==> config.mk <==
export PLATFORM = sky130hd
export DESIGN_NAME = rst_seq
export DESIGN_NICKNAME = d
export VERILOG_FILES = /design/src/rtl/rst_seq_pkg.sv /design/src/rtl/rst_seq_sync_2ff.sv /design/src/rtl/rst_seq.sv
export SDC_FILE = /design/constraint.sdc
export NUM_CORES = 1
export LEC_CHECK = 0
export BUFFER_PORTS_ARGS = -buffer_cell sky130_fd_sc_hd__buf_2
export CAP_MARGIN = 5
export CORE_UTILIZATION = 55
export CTS_BUF_LIST = sky130_fd_sc_hd__clkbuf_16
export CTS_CLUSTER_SIZE = 20
export DETAILED_ROUTE_END_ITERATION = 16
export PLACE_DENSITY = 0.75
export SLEW_MARGIN = 20
export SYNTH_ARGS = -nofsm -noshare
export SYNTH_HDL_FRONTEND = slang
export SYNTH_HIERARCHICAL = 1
export SYNTH_SLANG_ARGS = --single-unit
==> constraint.sdc <==
create_clock -name clk_100M -period 2 [get_ports clk_100M]
set_input_delay 0.2 -clock clk_100M [delete_from_list [all_inputs] [get_ports clk_100M]]
set_output_delay 0.2 -clock clk_100M [all_outputs]
set_load 0.02 [all_outputs]
==> src/rtl/rst_seq_pkg.sv <==
// Shared types and helpers for the staged reset sequencer (rst_seq).
package rst_seq_pkg;

  typedef enum logic [2:0] {
    ST_IDLE   = 3'd0,
    ST_FILT   = 3'd1,
    ST_RUN    = 3'd2,
    ST_DONE   = 3'd3,
    ST_SWHOLD = 3'd4
  } state_e;

  // Counter value in RUN at which channel k is released (takes effect one cycle later).
  function automatic logic [63:0] rel_point(input int unsigned    k,
                                            input longint unsigned base,
                                            input longint unsigned stage);
    return base + 64'(k) * stage;
  endfunction

endpackage

==> src/rtl/rst_seq_sync_2ff.sv <==
// Generic two-flop synchronizer with asynchronous active-low reset.
module sync_2ff #(
  parameter int unsigned W = 1
) (
  input  logic         clk_i,
  input  logic         rst_ni,
  input  logic [W-1:0] d_i,
  output logic [W-1:0] q_o
);

  logic [W-1:0] meta_q;
  logic [W-1:0] sync_q;

  always_ff @(posedge clk_i or negedge rst_ni) begin
    if (!rst_ni) begin
      meta_q <= '0;
      sync_q <= '0;
    end else begin
      meta_q <= d_i;
      sync_q <= meta_q;
    end
  end

  assign q_o = sync_q;

endmodule

==> src/rtl/rst_seq.sv <==
// Multi-channel reset sequencer: filters PLL lock, then releases resets in staged order.
// Optional lock-loss counter output enabled by defining RST_SEQ_LOSS_CNT_EN.
module rst_seq
  import rst_seq_pkg::*;
#(
  parameter int unsigned     N_CH      = 3,
  parameter int unsigned     CNT_W     = 34,
  parameter int unsigned     LOCK_FILT = 1000,
  parameter longint unsigned BASE_DLY  = 64'd5_000_000_000,
  parameter longint unsigned STAGE_DLY = 64'd100_000,
  parameter int unsigned     SW_HOLD   = 1000
) (
  input  logic            clk_100M,
  input  logic            rst_n,
  input  logic            locked,
  input  logic            sw_rst_req,
  output logic [N_CH-1:0] chan_rst_n,
  output logic            done,
`ifdef RST_SEQ_LOSS_CNT_EN
  output logic [7:0]      loss_cnt,
`endif
  output logic [2:0]      state_o
);

  localparam logic [CNT_W-1:0] FILT_END = CNT_W'(LOCK_FILT - 1);
  localparam logic [CNT_W-1:0] HOLD_END = CNT_W'(SW_HOLD - 1);
  localparam logic [CNT_W-1:0] CNT_ONE  = CNT_W'(1);

  logic             locked_s;
  logic             lock_lost;
  state_e           state_q;
  logic [CNT_W-1:0] cnt_q;
  logic [N_CH-1:0]  chan_q;
  logic [N_CH-1:0]  hit;
  logic             done_q;

  sync_2ff #(.W(1)) u_lock_sync (
    .clk_i  (clk_100M),
    .rst_ni (rst_n),
    .d_i    (locked),
    .q_o    (locked_s)
  );

  for (genvar k = 0; k < N_CH; k++) begin : g_rel
    localparam logic [CNT_W-1:0] REL = CNT_W'(rel_point(k, BASE_DLY, STAGE_DLY));
    assign hit[k] = (cnt_q == REL);
  end

  assign lock_lost = (state_q != ST_IDLE) && !locked_s;

  // Lock loss overrides everything, including a simultaneous software request.
  always_ff @(posedge clk_100M or negedge rst_n) begin
    if (!rst_n) begin
      state_q <= ST_IDLE;
      cnt_q   <= '0;
      chan_q  <= '0;
      done_q  <= 1'b0;
    end else if (lock_lost) begin
      state_q <= ST_IDLE;
      cnt_q   <= '0;
      chan_q  <= '0;
      done_q  <= 1'b0;
    end else begin
      case (state_q)
        ST_IDLE: begin
          if (locked_s) begin
            state_q <= ST_FILT;
            cnt_q   <= '0;
          end
        end
        ST_FILT: begin
          if (cnt_q == FILT_END) begin
            state_q <= ST_RUN;
            cnt_q   <= '0;
          end else begin
            cnt_q <= cnt_q + CNT_ONE;
          end
        end
        ST_RUN: begin
          if (sw_rst_req) begin
            state_q <= ST_SWHOLD;
            cnt_q   <= '0;
            chan_q  <= '0;
            done_q  <= 1'b0;
          end else begin
            cnt_q  <= cnt_q + CNT_ONE;
            chan_q <= chan_q | hit;
            if (hit[N_CH-1]) begin
              state_q <= ST_DONE;
              done_q  <= 1'b1;
            end
          end
        end
        ST_DONE: begin
          if (sw_rst_req) begin
            state_q <= ST_SWHOLD;
            cnt_q   <= '0;
            chan_q  <= '0;
            done_q  <= 1'b0;
          end
        end
        ST_SWHOLD: begin
          if (sw_rst_req) begin
            cnt_q <= '0;
          end else if (cnt_q == HOLD_END) begin
            state_q <= ST_RUN;
            cnt_q   <= '0;
          end else begin
            cnt_q <= cnt_q + CNT_ONE;
          end
        end
        default: begin
          state_q <= ST_IDLE;
          cnt_q   <= '0;
          chan_q  <= '0;
          done_q  <= 1'b0;
        end
      endcase
    end
  end

`ifdef RST_SEQ_LOSS_CNT_EN
  logic [7:0] loss_q;

  always_ff @(posedge clk_100M or negedge rst_n) begin
    if (!rst_n) begin
      loss_q <= '0;
    end else if (lock_lost && (loss_q != '1)) begin
      loss_q <= loss_q + 8'd1;
    end
  end

  assign loss_cnt = loss_q;
`endif

  assign chan_rst_n = chan_q;
  assign done       = done_q;
  assign state_o    = state_q;

endmodule

==> results.toml <==
[placement]
hpwl_mm = 4.20
gp_routability_congestion = 0.817
buffer_ports.inserted = 10
placed_cell_area_um2 = 2910

[clock_tree]
sinks_on_the_clock_net = 43
cts_inserted_buffers = 5
cts.htree.levels = 2
clk_latency_ps = 280
tritoncts = "built"
clk_path_buf_depth = 2
root_buffer = "sky130_fd_sc_hd__clkbuf_16"
cts.clk_slew.worst_paths_ps = 60

[sta]
max_freq_mhz = 442
layout_min_cycle_time_ps = 2260
worst-slew-pin-transition_ps = 658
fin_crit_sh_pct = 113
finalHoldWorstSlack_ps = 25.9
worst_slew_margin_rel_pct = 56.1
rsz0062_at_grt = "true"
report.final.setup_viol = 36
finalWorstSetupSlack_ps = -264
finalHoldViolations = 0
timing.clock.skew_ps = 5.22
finalMaxSlewViolations = 0

[grt]
groute.usage.overall_pct = 27.0
grt_overflow_total = 0
grt_pass1_wl_mm = 10.4
grt_antenna_before_repair = 0
vias_in_the_first_global_route = 2170
grt_max_degree = 28

[route]
overall_via_count_from_detail_route = 2273
drc_errors = 0
wire_length_after_detailed_routing_mm = 6.21
drt_pre_antenna_iters = 4
drt_iter0_drc = 133
antenna_violating_nets_post_route = 0
post_drt_wl_per_cell_um = 16.6
vias_per_inst = 6.09

[synthesis]
syn-num-nets = 277
synth-edff-count = 0
predominant_post_synthesis_flop_cell = "sky130_fd_sc_hd__dfrtp_1"
yosysSeqAreaShare_pct = 42.0
mappedNetlistArea_um2 = 2560
synth-async-reset-ratio_pct = 100
yosys_warnings = 6
postSynthRegisterBits = 43
synth_area_per_cell_um2 = 9.46
synth_cells = 271
synthDistinctLibCells = 59

[worst_setup_path]
crit_slowest_cell = "sky130_fd_sc_hd__or4b_1"
endpoint_kind = "register"
path_type_of_the_worst_setup_path = "register to register"
path_cells = "or4b_1 -> or4_4 -> nor4b_4 -> o21ba_4 -> clkbuf_16 -> a21oi_1"
critical-path-top-delay-family = "simple AND/OR/NAND/NOR gates"
reg2reg_to = "cnt_q[27]"
cp_bufs_invs = 1
rr_worst_depth = 6
max_stage_delay_ps = 530
worstPathMaxFanout = 9
timing.reg2reg.setup_slack_ps = -260
worst-endpoint-required_ps = 2160
setup.worst_path.start_class = "register"
worstPathArrival_ps = 2430
r2r-start = "cnt_q[10]"

[die]
ioPinCount = 11
count_of_standard_cell_rows = 24
core_area_um2 = 4410
die_y_um = 70.3
die-width_um = 70.3
fp.dieArea_um2 = 4940
floorplan.initialDensity_pct = 58.0

[finish]
post_route_cells_drive_above_1_share_pct = 29.9
area.sequential_um2 = 1080
layout.cells.most_common_list = "43 x sky130_fd_sc_hd__buf_4, 41 x sky130_fd_sc_hd__dfrtp_1, 20 x sky130_fd_sc_hd__nor2_1"
layout.filler_cells = 332
antenna-diode-count = 0
multiInputGateArea_um2 = 1420
finish.instance_area_um2 = 3200
syn_to_final_growth_pct = 24.8
most_common_cell_after_layout_fill_and_taps_aside = "sky130_fd_sc_hd__buf_4"
final_nets = 327

[pwr]
max-vdd-ir-drop_mv = 0.449
pwr_density_cell_nw_per_um2 = 750
p_leak_nw = 1.32

[min_path]
holdPathEnd = "u_lock_sync/meta_q"
timing.hold.worst.start = "locked"
min-delay-path-class = "input pin to register"
whs_path_depth = 1

[status]
failed_checks = "setup timing"
status = "finished with violations"

[job]
max_cap_viol_count = 0
kinds of logic (layout without fill, tap and decap cells):
group / Yosys count / after routing / share of synthesized area, %
mux: 2 / 2 / 0.830
buf+inv: 22 / 72 / 5.32
flops: 43 / 43 / 42.0
compound gates: 52 / 52 / 13.8
simple gates: 129 / 129 / 29.9
fa+ha+maj: 3 / 3 / 1.37
xor+xnor: 20 / 20 / 6.84
worst max-delay path by stage:
stage              start        end  slack (ps)  cells after the start
5_1_grt        cnt_q[10]  cnt_q[26]        -320                      6
4_1_cts        cnt_q[10]  cnt_q[21]        -210                      6
3_3_place_gp   cnt_q[10]  cnt_q[33]        -160                      6
6_report       cnt_q[10]  cnt_q[27]        -260                      6
2_1_floorplan  cnt_q[19]  cnt_q[21]        -160                      7
3_5_place_dp   cnt_q[10]  cnt_q[21]        -200                      6
synth_stat cells, types with 4 or more instances:
cell type / instances / share of area (%)
sky130_fd_sc_hd__or3_1: 13 / 3.2
sky130_fd_sc_hd__o21a_1: 6 / 1.8
sky130_fd_sc_hd__nand3_1: 15 / 2.9
sky130_fd_sc_hd__and4_1: 4 / 1.4
sky130_fd_sc_hd__nor2_1: 21 / 3.1
sky130_fd_sc_hd__buf_6: 4 / 1.8
sky130_fd_sc_hd__o21ai_0: 15 / 2.9
sky130_fd_sc_hd__and3_1: 4 / 0.98
sky130_fd_sc_hd__nor4_1: 7 / 1.7
sky130_fd_sc_hd__dfrtp_1: 43 / 42
sky130_fd_sc_hd__clkbuf_1: 6 / 0.88
sky130_fd_sc_hd__nand4_1: 13 / 3.2
sky130_fd_sc_hd__nor3_1: 6 / 1.2
sky130_fd_sc_hd__inv_1: 7 / 1.0
sky130_fd_sc_hd__nand2_1: 16 / 2.3
sky130_fd_sc_hd__xnor2_1: 4 / 1.4
sky130_fd_sc_hd__xor2_1: 16 / 5.5
sky130_fd_sc_hd__nor2_2: 6 / 1.5
sky130_fd_sc_hd__a21oi_1: 13 / 2.5
report_power, final:
part	switching, mW	internal [mW]
clock	0.311	0.446
sequential	0.0181	0.904
combinational	0.373	0.347
total	0.702	1.70
metal layers:
layer  vias up  wire length [µm]  GRT usage [%]
li1       1093                 -              -
met1      1129              2820           35.7
met2        42              3110           44.2
met3         9               190           5.63
met4         0                85           8.67
met5         -                 0              0
flip-flops by register name, summed over array words and instances (netlist names):
name and cells:
chan_rst_n 3, cnt_q 34, state_o 3, u_lock_sync/q_o 1, done 1, u_lock_sync/meta_q 1
final cells by class:
class | instances | area share (%)
clock buffer | 5 | 3.91
multi-input combinational | 206 | 44.5
inverter | 7 | 0.822
timing repair buffer | 58 | 14.8
clock inverter | 2 | 0.235
tap | 52 | 2.03
sequential | 43 | 33.7
through the flow:
stage	cells	utilization [%]	setup TNS [ps]	worst slack [ps]	total power, mW
floorplan	271	-	-4930	-159	1.37
detailed placement	359	65.9	-6330	-204	1.53
finish	373	72.4	-8240	-264	2.40
CTS	368	69.4	-6360	-206	2.30
global placement	359	65.9	-4980	-161	1.52
global route	373	72.4	-10310	-323	2.50
timing repair:
action,CTS,global route
hold buffers,1,0
pin swaps,0,2
endpoints found under the setup margin,35,37
gates cloned,0,2
endpoints found under the hold margin,25,0
gates resized for setup,1,14
buffers inserted,1,3
Power figures use the tool's default switching activity.
